File: config.mk
export PLATFORM = sky130hd
export DESIGN_NAME = regsrc_pipe_sel_flat
export DESIGN_NICKNAME = d
export VERILOG_FILES = /design/src/rtl/regsrc_pipe_sel_if.sv /design/src/rtl/regsrc_pipe_sel.sv /design/src/flat_wrapper.sv
export SDC_FILE = /design/constraint.sdc
export NUM_CORES = 1
export LEC_CHECK = 0
export CAP_MARGIN = 0
export CORE_MARGIN = 10
export CORE_UTILIZATION = 38
export DETAILED_ROUTE_END_ITERATION = 16
export GPL_ROUTABILITY_DRIVEN = 0
export HOLD_SLACK_MARGIN = 0.06
export MAX_ROUTING_LAYER = met4
export PLACE_DENSITY = 0.92
export SYNTH_ARGS = -nofsm -noshare
export SYNTH_HDL_FRONTEND = slang
export SYNTH_SLANG_ARGS = --single-unit
File: constraint.sdc
create_clock -name clk -period 3.4 [get_ports clk]
set_clock_uncertainty 0.1 [all_clocks]
set_input_delay 0.68 -clock clk [delete_from_list [all_inputs] [get_ports clk]]
set_output_delay 0.68 -clock clk [all_outputs]
set_load 0.01 [all_outputs]
File: src/rtl/regsrc_pipe_sel_if.sv
// Write-data handshake bundle between an upstream selector client, regsrc_pipe_sel
// and the register-file write port.
interface regsrc_pipe_sel_if #(
  parameter int DATA_W = 32,
  parameter int N_SRC  = 8,
  parameter int SEL_W  = 3,
  parameter int ADDR_W = 5
);
  logic                    in_valid;
  logic                    in_ready;
  logic [SEL_W-1:0]        sel;
  logic [N_SRC*DATA_W-1:0] data_in;
  logic [ADDR_W-1:0]       dest_addr;
  logic                    out_valid;
  logic                    out_ready;
  logic [DATA_W-1:0]       out_data;
  logic [ADDR_W-1:0]       out_addr;
  logic                    sel_err;
  logic                    err_clr;

  modport master (
    output in_valid, sel, data_in, dest_addr, out_ready, err_clr,
    input  in_ready, out_valid, out_data, out_addr, sel_err
  );

  modport slave (
    input  in_valid, sel, data_in, dest_addr, out_ready, err_clr,
    output in_ready, out_valid, out_data, out_addr, sel_err
  );
endinterface

File: src/rtl/regsrc_pipe_sel.sv
// Registered register-file write-data source selector with a one-entry skid buffer
// (two-deep FIFO) and a sticky illegal-select flag.
module regsrc_pipe_sel #(
  parameter int          DATA_W    = 32,
  parameter int          N_SRC     = 8,
  parameter int          SEL_W     = 3,
  parameter int          ADDR_W    = 5,
  parameter int unsigned CONST_VAL = 227
) (
  input  logic             clk,
  input  logic             reset_n,
  regsrc_pipe_sel_if.slave bus
);

  localparam logic [DATA_W-1:0] CONST_W = DATA_W'(CONST_VAL);

  typedef enum logic [1:0] {EMPTY, ONE, FULL} state_t;

  state_t state_q, state_nxt;

  logic              in_rdy_q;
  logic              sel_err_q;
  logic              acc_p0;
  logic              ill_p0;
  logic [DATA_W-1:0] new_data_p0;
  logic              load_out, load_skid, skid_to_out;

  logic [DATA_W-1:0] out_data_p1, skid_data_p1;
  logic [ADDR_W-1:0] out_addr_p1, skid_addr_p1;

  // Slot 0 and any index past the last slot both yield the constant.
  function automatic logic [DATA_W-1:0] pick(input logic [SEL_W-1:0]        s,
                                             input logic [N_SRC*DATA_W-1:0] d);
    logic [DATA_W-1:0] v;
    v = CONST_W;
    for (int k = 0; k < N_SRC; k++) begin
      if (k != 0 && int'(s) == k) v = d[k*DATA_W +: DATA_W];
    end
    return v;
  endfunction

  function automatic logic illegal(input logic [SEL_W-1:0] s);
    return int'(s) >= N_SRC;
  endfunction

  // Stage p0: selection evaluated on the accepted request
  assign acc_p0      = bus.in_valid & bus.in_ready;
  assign ill_p0      = illegal(bus.sel);
  assign new_data_p0 = pick(bus.sel, bus.data_in);

  always_comb begin
    state_nxt   = state_q;
    load_out    = 1'b0;
    load_skid   = 1'b0;
    skid_to_out = 1'b0;
    case (state_q)
      EMPTY: begin
        if (acc_p0) begin
          load_out  = 1'b1;
          state_nxt = ONE;
        end
      end
      ONE: begin
        if (acc_p0) begin
          if (bus.out_ready) begin
            load_out = 1'b1;
          end else begin
            load_skid = 1'b1;
            state_nxt = FULL;
          end
        end else if (bus.out_ready) begin
          state_nxt = EMPTY;
        end
      end
      FULL: begin
        if (bus.out_ready) begin
          skid_to_out = 1'b1;
          state_nxt   = ONE;
        end
      end
      default: state_nxt = EMPTY;
    endcase
  end

  always_ff @(posedge clk or negedge reset_n) begin
    if (!reset_n) begin
      state_q   <= EMPTY;
      in_rdy_q  <= 1'b1;
      sel_err_q <= 1'b0;
    end else begin
      state_q  <= state_nxt;
      in_rdy_q <= (state_nxt != FULL);
      if (acc_p0 && ill_p0) begin
        sel_err_q <= 1'b1;
      end else if (bus.err_clr) begin
        sel_err_q <= 1'b0;
      end
    end
  end

  // Stage p1: output register, cleared by reset so nothing stale is presented
  always_ff @(posedge clk or negedge reset_n) begin
    if (!reset_n) begin
      out_data_p1 <= '0;
      out_addr_p1 <= '0;
    end else if (load_out) begin
      out_data_p1 <= new_data_p0;
      out_addr_p1 <= bus.dest_addr;
    end else if (skid_to_out) begin
      out_data_p1 <= skid_data_p1;
      out_addr_p1 <= skid_addr_p1;
    end
  end

  always_ff @(posedge clk) begin
    if (load_skid) begin
      skid_data_p1 <= new_data_p0;
      skid_addr_p1 <= bus.dest_addr;
    end
  end

  // in_ready comes from a register; reset_n only masks it while reset is held.
  assign bus.in_ready  = in_rdy_q & reset_n;
  assign bus.out_valid = (state_q != EMPTY);
  assign bus.out_data  = out_data_p1;
  assign bus.out_addr  = out_addr_p1;
  assign bus.sel_err   = sel_err_q;

endmodule
File: src/flat_wrapper.sv
// flat-port wrapper written by rule: the top's interface ports become plain ports
module regsrc_pipe_sel_flat 
#(
  parameter int          DATA_W    = 32,
  parameter int          N_SRC     = 8,
  parameter int          SEL_W     = 3,
  parameter int          ADDR_W    = 5,
  parameter int unsigned CONST_VAL = 227
)
  (clk, reset_n, bus_in_valid, bus_sel, bus_data_in, bus_dest_addr, bus_out_ready, bus_err_clr, bus_in_ready, bus_out_valid, bus_out_data, bus_out_addr, bus_sel_err);
  regsrc_pipe_sel_if #(.DATA_W(DATA_W), .N_SRC(N_SRC), .SEL_W(SEL_W), .ADDR_W(ADDR_W)) bus_i ();
  input  logic clk;
  input  logic reset_n;
  input wire logic [$bits(bus_i.in_valid)-1:0] bus_in_valid;
  input wire logic [$bits(bus_i.sel)-1:0] bus_sel;
  input wire logic [$bits(bus_i.data_in)-1:0] bus_data_in;
  input wire logic [$bits(bus_i.dest_addr)-1:0] bus_dest_addr;
  input wire logic [$bits(bus_i.out_ready)-1:0] bus_out_ready;
  input wire logic [$bits(bus_i.err_clr)-1:0] bus_err_clr;
  output wire logic [$bits(bus_i.in_ready)-1:0] bus_in_ready;
  output wire logic [$bits(bus_i.out_valid)-1:0] bus_out_valid;
  output wire logic [$bits(bus_i.out_data)-1:0] bus_out_data;
  output wire logic [$bits(bus_i.out_addr)-1:0] bus_out_addr;
  output wire logic [$bits(bus_i.sel_err)-1:0] bus_sel_err;
  assign bus_i.in_valid = bus_in_valid;
  assign bus_i.sel = bus_sel;
  assign bus_i.data_in = bus_data_in;
  assign bus_i.dest_addr = bus_dest_addr;
  assign bus_i.out_ready = bus_out_ready;
  assign bus_i.err_clr = bus_err_clr;
  assign bus_in_ready = bus_i.in_ready;
  assign bus_out_valid = bus_i.out_valid;
  assign bus_out_data = bus_i.out_data;
  assign bus_out_addr = bus_i.out_addr;
  assign bus_sel_err = bus_i.sel_err;
  regsrc_pipe_sel #(.DATA_W(DATA_W), .N_SRC(N_SRC), .SEL_W(SEL_W), .ADDR_W(ADDR_W), .CONST_VAL(CONST_VAL)) u_core (.clk(clk), .reset_n(reset_n), .bus(bus_i));
endmodule
==> results, run 1 <==
- In this run the clock root is driven by a clkbuf_16.
- Of all nets on the critical path, the largest fanout is 17.
- The power density over the cells is 425 mW/mm2.
- The compound-cell area share of the yosys netlist is 26.1%.
- Multiplexer cells account for 14.2% of the synthesized area.
- IR analysis of the VDD net gives a maximum drop of 0.255 mV.
- The global-route wire length before repair is 29300 um.
- The unique cell type count in the Yosys netlist is 42.
- The class of the worst hold path is primary input to asynchronous set/reset pin.
- Data arrives at the worst endpoint at 1760 ps.
- The most common cell after layout, fill and taps aside is clkdlybuf4s50_1.
- Setup repair after global routing left no endpoint under its margin.
- The number of slew-limit violations in the final report is 0.
- The simple-gate share of the synthesized area is 12.0%.
- Hold repair after CTS inserted 0 buffers.
- For this run, design rule violations remaining after detail routing come to 0.
- The fraction of post-synthesis cell area in the top cell type by area is 21.8%.
- The post-synthesis instance total is 500.
- After legalization and detailed placement, the total HPWL measured 15300 um.
- The clock tree from TritonCTS is built.
- The H-tree depth reported by CTS is 3.
- In the final layout, the share of cells above drive strength 1 is 10.7%.
- Max-cap violations in this run came to 0.
- Static timing analysis puts the maximum clock frequency at 0.394 GHz.
- The synthesis-stage register bit count is 77.
- Of the total synthesized cell area, the portion taken by full adders, half adders and majority gates is 0%.
- The floorplan die width is 136 um.
- The detail-routed via count per cell is 5.47.
- After the first detailed-routing iteration, the DRC count stood at 321.
- The maximum buffer depth of the clock tree is 2.
- The overall fraction of global-route tracks in use is 20.9%.
- The sequential standard cell area is 0.00211 mm2.
- The count of buffers added on input and output ports is 274.
- The number of setup buffers added after CTS is 0.
- The mean instance size in the synthesized netlist is 10.2 um2.
- The final hold violation count is 0.
- The final core utilization is 62.6%.
- In the synthesized netlist the dominant register cell turns out to be dfrtp_1.
- The area overhead of the layout relative to synthesis is 62.0%.
- STA classifies the critical path endpoint as a primary output.
- For this block, the via count after detailed routing is 5087.
- Setup total negative slack on the finished layout was measured at 0 ps.
- The total nets after synthesis is 769.
- The cell taking the most area after synthesis is edfxtp_1.
- The filler-free cell count of the finished design is 930.
- The height of the die is 136 um.
- The clock net in this run drives a total of 77 sinks.
- For this design the static power due to leakage is 3.33 nW.
- The headroom to the max-slew limit is 51.5%.
- The number of rows in the core area is 42.
- The smallest clock period supported by the final layout is computed as 2540 ps.
- By area, the combinational part of the netlist is dominated by compound AO/OA/AOI/OAI gates.
- The run finished with clean final reports.
- The fraction of registers with async set or reset after synthesis is 51.9%.
- The final net count is 1018.
- The number of global-route vias before repair is 5414.
- The total standard cell area after synthesis is 0.00509 mm2.
- The aggregate global routing overflow is 0.
- After routing the design area is 0.00825 mm2.
- The number of antenna violations at the first check in global routing is 0.
- The total placed instance area is 0.00793 mm2.
- The transition at the pin with the smallest max-transition slack is 727 ps.
- The TritonCTS buffer count is 9.
- The effective utilization at floorplan is 38.6%.
- Of the total synthesized cell area, the portion taken by XOR and XNOR cells is 0.172%.
- For this design the top-level I/O count stands at 309.
- Setup violations remaining at the end of the flow were counted as 0.
- The library cells used most frequently in the layout, excluding fill and tap cells, are clkdlybuf4s50_1, nand2_1, mux2i_1.
- The worst path uses 74.7% of the clock period.
- The total length of routed wires is 19500 um.
- The synthesis warning total is 0.
- The average routed wire per standard cell is 21.0 um.
- The number of gates given a new drive strength after cts is 0.
- The category of the worst setup path launch point is a primary input.
- Entering global routing, the biggest net connects 52 pins.
- At the later pin of the worst-skew pair, clock insertion delay measures 330 ps.
- The layout filler cell count is 1098.
- The class of the most critical setup path is primary input to primary output.
- The detailed-router iteration count before antenna repair is 7.
- The detail route stage leaves a number of antenna-violating nets equal to 0.
- The total placed cells including tap cells is 914.
- 0 antenna diodes ended up in the layout.
- Yosys mapped a number of flops with a built-in enable equal to 37.
- Clock-pin slew was measured on the worst setup and hold paths at 60 ps.
- By area the synthesized netlist is led by edfxtp_1, dfrtp_1, mux2i_1.
- The required arrival time at the worst endpoint is 2620 ps.
- Summing all multi-input logic gate instances after layout gives 0.00270 mm2.
- After synthesis, flip-flops and latches occupy 41.5% of the total area.
- The placeable core region is 0.0132 mm2.
- The floorplan step defined a die boundary enclosing 0.0184 mm2.
[metal layers]
layer | GRT usage, % | share of wire, % | vias to the layer above
met5 | - | 0 | -
met1 | 23.3 | 39 | 2400
met3 | 5.27 | 8.1 | 35
li1 | - | - | 2422
met4 | 7.54 | 2.4 | 0
met2 | 35.5 | 51 | 230
[power by group]
group / internal (W) / total, W / leakage [nW] / switching, W
Sequential: 0.00114 / 0.00123 / 0.793 / 0.0000857
Clock: 0.000684 / 0.00105 / 0.156 / 0.000365
Combinational: 0.000735 / 0.00123 / 2.38 / 0.000497
Total: 0.00256 / 0.00351 / 3.33 / 0.000948
[critical path, cell delays in order]
cell	delay, ps
buf_2	110
buf_4	270
and2_1	160
clkdlybuf4s50_1	530
[cell families after synthesis]
kind of cell    count (synthesis)
xor+xnor                        1
compound gates                158
simple gates                  139
flops                          77
mux                            68
buf+inv                        56
other cells                     1
[cells in the mapped netlist, types with 12 or more instances]
library cell	instances
a221oi_1	24
nand2_1	102
mux2i_1	41
a21o_1	24
buf_2	20
a32oi_1	21
mux2_2	25
a2bb2oi_1	23
a21oi_1	23
a221o_1	12
dfrtp_1	39
clkbuf_1	17
edfxtp_1	37
a221oi_2	12
[registers in the layout, summed over array words and instances, names as in the netlist]
| name | count |
|---|---|
| u_core.bus.out_data | 32 |
| u_core.skid_data_p1 | 32 |
| u_core.bus.out_addr | 5 |
| u_core.skid_addr_p1 | 5 |
| u_core.state_q | 2 |
| u_core.in_rdy_q | 1 |
[area by class of cell]
class / count / area share [%]
multi-input combinational: 367 / 32.7
tap: 176 / 2.67
timing repair buffer: 289 / 34.8
inverter: 5 / 0.227
clock inverter: 3 / 0.819
clock buffer: 13 / 3.15
sequential: 77 / 25.6
[final timing paths]
kind / start / end / slack (ps) / cells past startpoint
worst max-delay path: reset_n / bus_in_ready / 860 / 4
worst min-delay path: reset_n / u_core.bus.out_addr[2]$_DFFE_PN0P_ / 250 / 2
worst max register to register: u_core.state_q[0]$_DFF_PN0_ / u_core.bus.out_data[21]$_DFFE_PN0P_ / 1190 / 5
worst min register to register: u_core.skid_data_p1[19]$_DFFE_PP_ / u_core.bus.out_data[19]$_DFFE_PN0P_ / 380 / 1
max in group asynchronous: reset_n / u_core.in_rdy_q$_DFF_PN1_ / 2590 / 2
min in group clk: u_core.skid_data_p1[19]$_DFFE_PP_ / u_core.bus.out_data[19]$_DFFE_PN0P_ / 380 / 1
[metrics by stage]
| step | setup WS, ps | total power, W | hold slack (ps) |
|---|---|---|---|
| after global routing | 748 | 0.00368 | 270 |
| after CTS | 830 | 0.00355 | 257 |
| after floorplan | 442 | 0.00176 | 284 |
| after global placement | 664 | 0.00245 | 359 |
| after detailed placement | 520 | 0.00248 | 366 |
| final | 862 | 0.00351 | 251 |
No activity file was read; power rests on OpenSTA's default activity.
==> run 2, diff against run 1 <==
Clock period 3.4 ns to 2.5 ns, I/O delays scaled along.
==> run 2 against run 1 <==
First-iteration DRC count grew 8.1%. Clock power grew 15%. Total power grew 30%. Largest power group is now combinational logic. Highest routed layer unchanged.
==> results, run 2 (synthesis results as in run 1) <==
- The flow ran to the end, and the final reports show no timing, DRC or antenna violations.
- The number of gates given a new drive strength after cts is 0.
- The routed design could run at a clock period as short as 2200 ps.
- Hold timing on the final database bottoms out at a slack of 75.8 ps.
- Setup repair after global routing left no endpoint under its margin.
- The highest cell delay on the worst timing path is 520 ps.
- The TritonCTS buffer count is 9.
- The later pin in the worst-skew pair is clocked with a latency of 320 ps.
- The number of antenna diodes in the final layout is 0.
- The class of the worst hold path is primary input to asynchronous set/reset pin.
- The standard cell with the maximum stage delay on the critical path is or2_1.
- The clock-pin slew on the worst setup and hold paths is 60 ps.
- The net count of the finished layout is 1027.
- After global routing the overflow that remains totals 0.
- The category of the worst setup path launch point is a primary input.
- From left edge to right edge, the die measures 136 um.
- Across the VDD grid, the largest voltage drop is 0.297 mV.
- The H-tree was split into 3 levels.
- The effective utilization at floorplan is 38.6%.
- The placeable core region is 0.0132 mm2.
- TritonCTS built the clock tree.
- The final hold violation count was 0.
- For the pin with the worst max-slew slack, the measured transition is 1060 ps.
- The count of input and output buffers is 274.
- Dividing the final minimum period by the clock period gives 88.2%.
- The worst setup path is captured at a flip-flop.
- The critical path is of the primary input to flip-flop type.
- In this run, the number of DRC markers left after iteration 0 of detailed routing was 347.
- Summed over all layers, the routed wires come to 19700 um.
- Pin placement for this block handled 309 I/O pins.
- The worst path arrival time is 2340 ps.
- Once placement finished, the instance area stood at 0.00801 mm2.
- The leakage power summed over all cells is 3.36 nW.
- The number of violations of the max-capacitance limit is 0.
- The cell area after layout is 0.00829 mm2.
- Using the TritonRoute via totals, the vias-per-cell ratio works out to 5.46.
- Once the clock tree was built, the setup fixing pass inserted 0 buffers.
- CTS placed an instance of clkbuf_16 at the clock tree root.
- The overall fraction of global-route tracks in use is 21.0%.
- The fraction of final layout cells sized beyond drive strength 1 is 11.9%.
- The critical-path maximum fanout is 22.
- For this run, the top clock speed supported by timing is 0.454 GHz.
- The worst path meets setup with 296 ps of slack.
- Before antenna repair, the detailed router went through 5 iterations.
- The die covers 0.0184 mm2.
- The headroom to the max-slew limit is 28.8%.
- The library cell used most frequently in the layout, excluding fill and tap cells, is clkdlybuf4s50_1.
- Dividing the detail-routed wire length by the instance count gives 21.0 um.
- The height of the die is 136 um.
- The floorplan has 42 rows.
- In this run the remaining antenna-violating nets after routing total 0.
- The clock sink total is 77.
- Setup violations remaining at the end of the flow were counted as 0.
- The power density over the cells is 552 mW/mm2.
- The number of global-route vias before repair is 5501.
- At the placement stage, the worst setup path has a slack of -44.8 ps.
- Leaving out fill and tap cells, the most frequent cells in the layout are clkdlybuf4s50_1, nand2_1, mux2i_1.
- The signal on the critical path passes through clkdlybuf4s50_1, inv_1, or2_1, buf_4, nand2_1, a32oi_1.
- The largest net degree at the start of global routing is 39.
- The half-perimeter wire length of the detailed placement result is 15900 um.
- The first global-routing pass estimated 29400 um of wire.
- The required arrival time at the worst endpoint is 2640 ps.
- The final routed DRC violation total is 0.
- The maximum buffer depth of the clock tree is 2.
- The area overhead of the layout relative to synthesis is 62.6%.
- The via total after detailed routing is 5127.
- After clock tree synthesis, the flow added hold-fix buffers numbering 0.
- The number of slew-limit violations in the final report is 0.
- The number of antenna violations at the first check in global routing is 0.
-- run 2: path summary, 6_finish.rpt --
| path | from | endpoint | slack [ps] | depth (start not counted) |
|---|---|---|---|---|
| setup / recovery | bus_out_ready | u_core.bus.out_data[29]$_DFFE_PN0P_ | 300 | 6 |
| hold / removal | reset_n | u_core.bus.out_data[31]$_DFFE_PN0P_ | 80 | 2 |
| setup reg to reg | u_core.state_q[0]$_DFF_PN0_ | u_core.bus.out_data[29]$_DFFE_PN0P_ | 430 | 5 |
| hold reg to reg | u_core.skid_data_p1[1]$_DFFE_PP_ | u_core.bus.out_data[1]$_DFFE_PN0P_ | 380 | 1 |
| max in group asynchronous | reset_n | u_core.in_rdy_q$_DFF_PN1_ | 1890 | 2 |
| min in group clk | u_core.skid_data_p1[1]$_DFFE_PP_ | u_core.bus.out_data[1]$_DFFE_PN0P_ | 380 | 1 |
-- run 2: layout make-up --
type | count | area (um2)
inverters | 5 | 18.8
clock inverters | 4 | 22.5
well taps | 176 | 220
flip-flops and latches | 77 | 2110
clock buffers | 12 | 256
repair buffers | 298 | 2960
multi-input cells | 367 | 2700
fillers | 1082 | 4900
-- run 2: report_power, final --
group | total [W] | internal (W) | switching, W
sequential | 0.00167 | 0.00156 | 0.000118
combinational | 0.00169 | 0.00101 | 0.000676
clock | 0.00121 | 0.000721 | 0.000488
-- run 2: critical path, delay by kind of cell --
family / cells / cell delay [ps]
and+or+nand+nor: 2 / 620
AOI/OAI and AO/OA: 1 / 210
buffers and inverters: 3 / 1010
-- run 2: per-stage QoR --
step                util (%)  cells  power, W  setup TNS (ps)
finish                  62.8    939   0.00457               0
global route            62.8    939   0.00481               0
CTS                     62.8    939   0.00461               0
detailed placement      60.7    923   0.00339            -158
global placement        60.7    923   0.00334           -12.0
floorplan                  -    500   0.00240               0
-- run 2: metal layers --
metal	part of all wire, %	vias to the layer above	global-route usage (%)
met4	2.6	0	8.31
li1	-	2447	-
met1	39	2414	23.5
met5	0	-	-
met3	7.3	34	5.64
met2	51	232	34.8
==> run 3, diff against run 2 <==
Settings changed: CTS_CLUSTER_DIAMETER set to 50, GPL_ROUTABILITY_DRIVEN 0 to unset, PLACE_DENSITY 0.92 to 0.83.
==> run 3 against run 2 <==
Hold slack improved by 21 ps. Total power increased by 4.2%. Routed wire length increased by 0.16%. Largest cell class unchanged.
==> results, run 3 (synthesis results as in run 1) <==
- The number of rows in the core area is 42.
- The worst setup path is of the flip-flop to primary output kind.
- The final core utilization is 63.1%.
- The setup TNS is 0 ps.
- Along the worst path, the maximum fanout reaches 5.
- The total length of routed wires is 19700 um.
- The TritonCTS buffer count is 9.
- Cells with a size suffix above 1 make up 12.0% of the layout.
- For this run the aggregate overflow at the end of global routing stands at 0.
- The setup violation total in the final timing report is 0.
- The largest net degree at the start of global routing is 43.
- Setup repair after global routing left no endpoint under its margin.
- For this design, the sink count on the clock tree is 77.
- The final hold violation count was 0.
- The placeable core region is 0.0132 mm2.
- The filler-free cell count of the finished design is 940.
- In the routed design, unresolved DRC markers number 0.
- The transition at the pin with the smallest max-transition slack is 779 ps.
- The effective utilization at floorplan is 38.6%.
- The die is 136 um wide.
- The most common cell after layout, fill and taps aside is clkdlybuf4s50_1.
- In this run the deepest clock path goes through 2 buffers.
- The maximum VDD drop is 0.366 mV.
- After layout, the worst path uses 85.9% of the clock period.
- The I/O pin total is 309.
- At the later pin of the worst-skew pair, clock insertion delay measures 320 ps.
- After detailed routing, the average wire length per cell comes to 21.0 um.
- The class of the worst hold path is primary input to asynchronous set/reset pin.
- Once the clock tree was built, the resizer swapped 0 gates to a different size.
- The pre-antenna-repair detailed-routing pass consisted of 5 iterations.
- Timing would allow up to 0.466 GHz.
- The detail-routed via count per cell is 5.50.
- The number of slew-limit violations in the final report was 0.
- The top cell types in the final layout, fill and taps aside, are clkdlybuf4s50_1, nand2_1, mux2i_1.
- The H-tree was split into 3 levels.
- CTS placed an instance of clkbuf_16 at the clock tree root.
- The worst setup path is captured at a primary output.
- The global-route wire length before repair is 30200 um.
- The power density over the cells is 572 mW/mm2.
- The category of the worst setup path launch point is a flip-flop.
- The number of buffers added to fix hold violations after cts is 0.
- Measured against its own limit, the worst slew margin works out to 48.1%.
- The worst path in the final design needs a cycle of 2150 ps, including I/O delays and setup.
- The required arrival time at the worst endpoint is 1900 ps.
- The count of input and output buffers is 274.
- The height of the die is 136 um.
- The number of setup buffers added after CTS is 0.
- The area growth from synthesis to layout is 63.4%.
- After the last flow step, the layout net total stands at 1028.
- The antenna violation net count after detailed routing is 0.
- The destination of the worst register-to-register timing path is u_core.bus.out_data[26]$_DFFE_PN0P_.
- The number of antenna violations at the first check in global routing is 0.
- Across every metal layer, demand over resource in global routing totals 21.1%.
- Max-cap violations in this run came to 0.
- The register-to-register path setup slack is 460 ps.
- The worst reg-to-reg path cell count is 5.
- The repair_antennas step left the layout with diodes totalling 0.
- Timing analysis after detailed placement gives a worst setup slack of 35.5 ps.
- The startpoint of the worst-slack reg-to-reg timing path is u_core.state_q[0]$_DFF_PN0_.
- After layout, the design draws a total of 0.00476 W.
- Clock-pin slew was measured on the worst setup and hold paths at 60 ps.
- The number of global-route vias before repair was 5654.
- Once placement completed, the tool counted placed cells totaling 924.
- Routability-driven placement finished with a final weighted congestion of 0.856.
- The clock tree from TritonCTS is built.
- The flow ran to the end, and the final reports show no timing, DRC or antenna violations.
- For this design the static power due to leakage is 3.38 nW.
- The via total after detailed routing is 5168.
- Setup slack on the critical path of the routed design comes to 353 ps.
- The half-perimeter wire length of the detailed placement result is 15600 um.
- The worst path arrival time is 1550 ps.
- The floorplan die area is 0.0184 mm2.
- The iteration-0 DRC count of the detailed router is 283.
==> run 3: stage by stage <==
| step | hold slack [ps] | instance area (um2) |
|---|---|---|
| floorplan | 104 | 5100 |
| global route | 114 | 8320 |
| finish | 96.6 | 8320 |
| CTS | 90.7 | 8320 |
| global placement | 361 | 8000 |
| detailed placement | 366 | 8000 |
==> run 3: worst max path at each step <==
stage	cells past startpoint	start	slack (ps)	endpoint
floorplan	2	u_core.in_rdy_q$_DFF_PN1_	320	u_core.skid_addr_p1[0]$_DFFE_PP_
global placement	6	bus_out_ready	170	u_core.bus.out_data[16]$_DFFE_PN0P_
detailed placement	6	bus_out_ready	40	u_core.bus.out_data[16]$_DFFE_PN0P_
CTS	2	u_core.state_q[1]$_DFF_PN0_	350	bus_out_valid
global route	6	bus_out_ready	270	u_core.bus.out_data[16]$_DFFE_PN0P_
finish	2	u_core.state_q[1]$_DFF_PN0_	350	bus_out_valid
==> run 3: per-layer routing <==
metal / vias up / track usage (%) / routed length, um
li1: 2445 / - / -
met1: 2490 / 24.3 / 7960
met4: 0 / 4.31 / 180
met3: 16 / 5.30 / 1330
met5: - / - / 0
met2: 217 / 36.3 / 10200
==> run 3: power by group <==
part | internal [W] | switching [W]
clock | 0.000879 | 0.000513
combinational | 0.00101 | 0.000686
sequential | 0.00156 | 0.000116
total | 0.00345 | 0.00132
==> run 3: worst max-delay path: stages, from the launching register on <==
cell,delay (ps)
dfrtp_1,420
or2_2,310
clkdlybuf4s50_1,500
==> run 3: final cells by class <==
class | count | area (um2)
clock buffer | 9 | 225
clock inverter | 7 | 97.6
fill | 1067 | 4870
inverter | 5 | 18.8
multi-input combinational | 367 | 2700
sequential | 77 | 2110
tap | 176 | 220
timing repair buffer | 299 | 2950
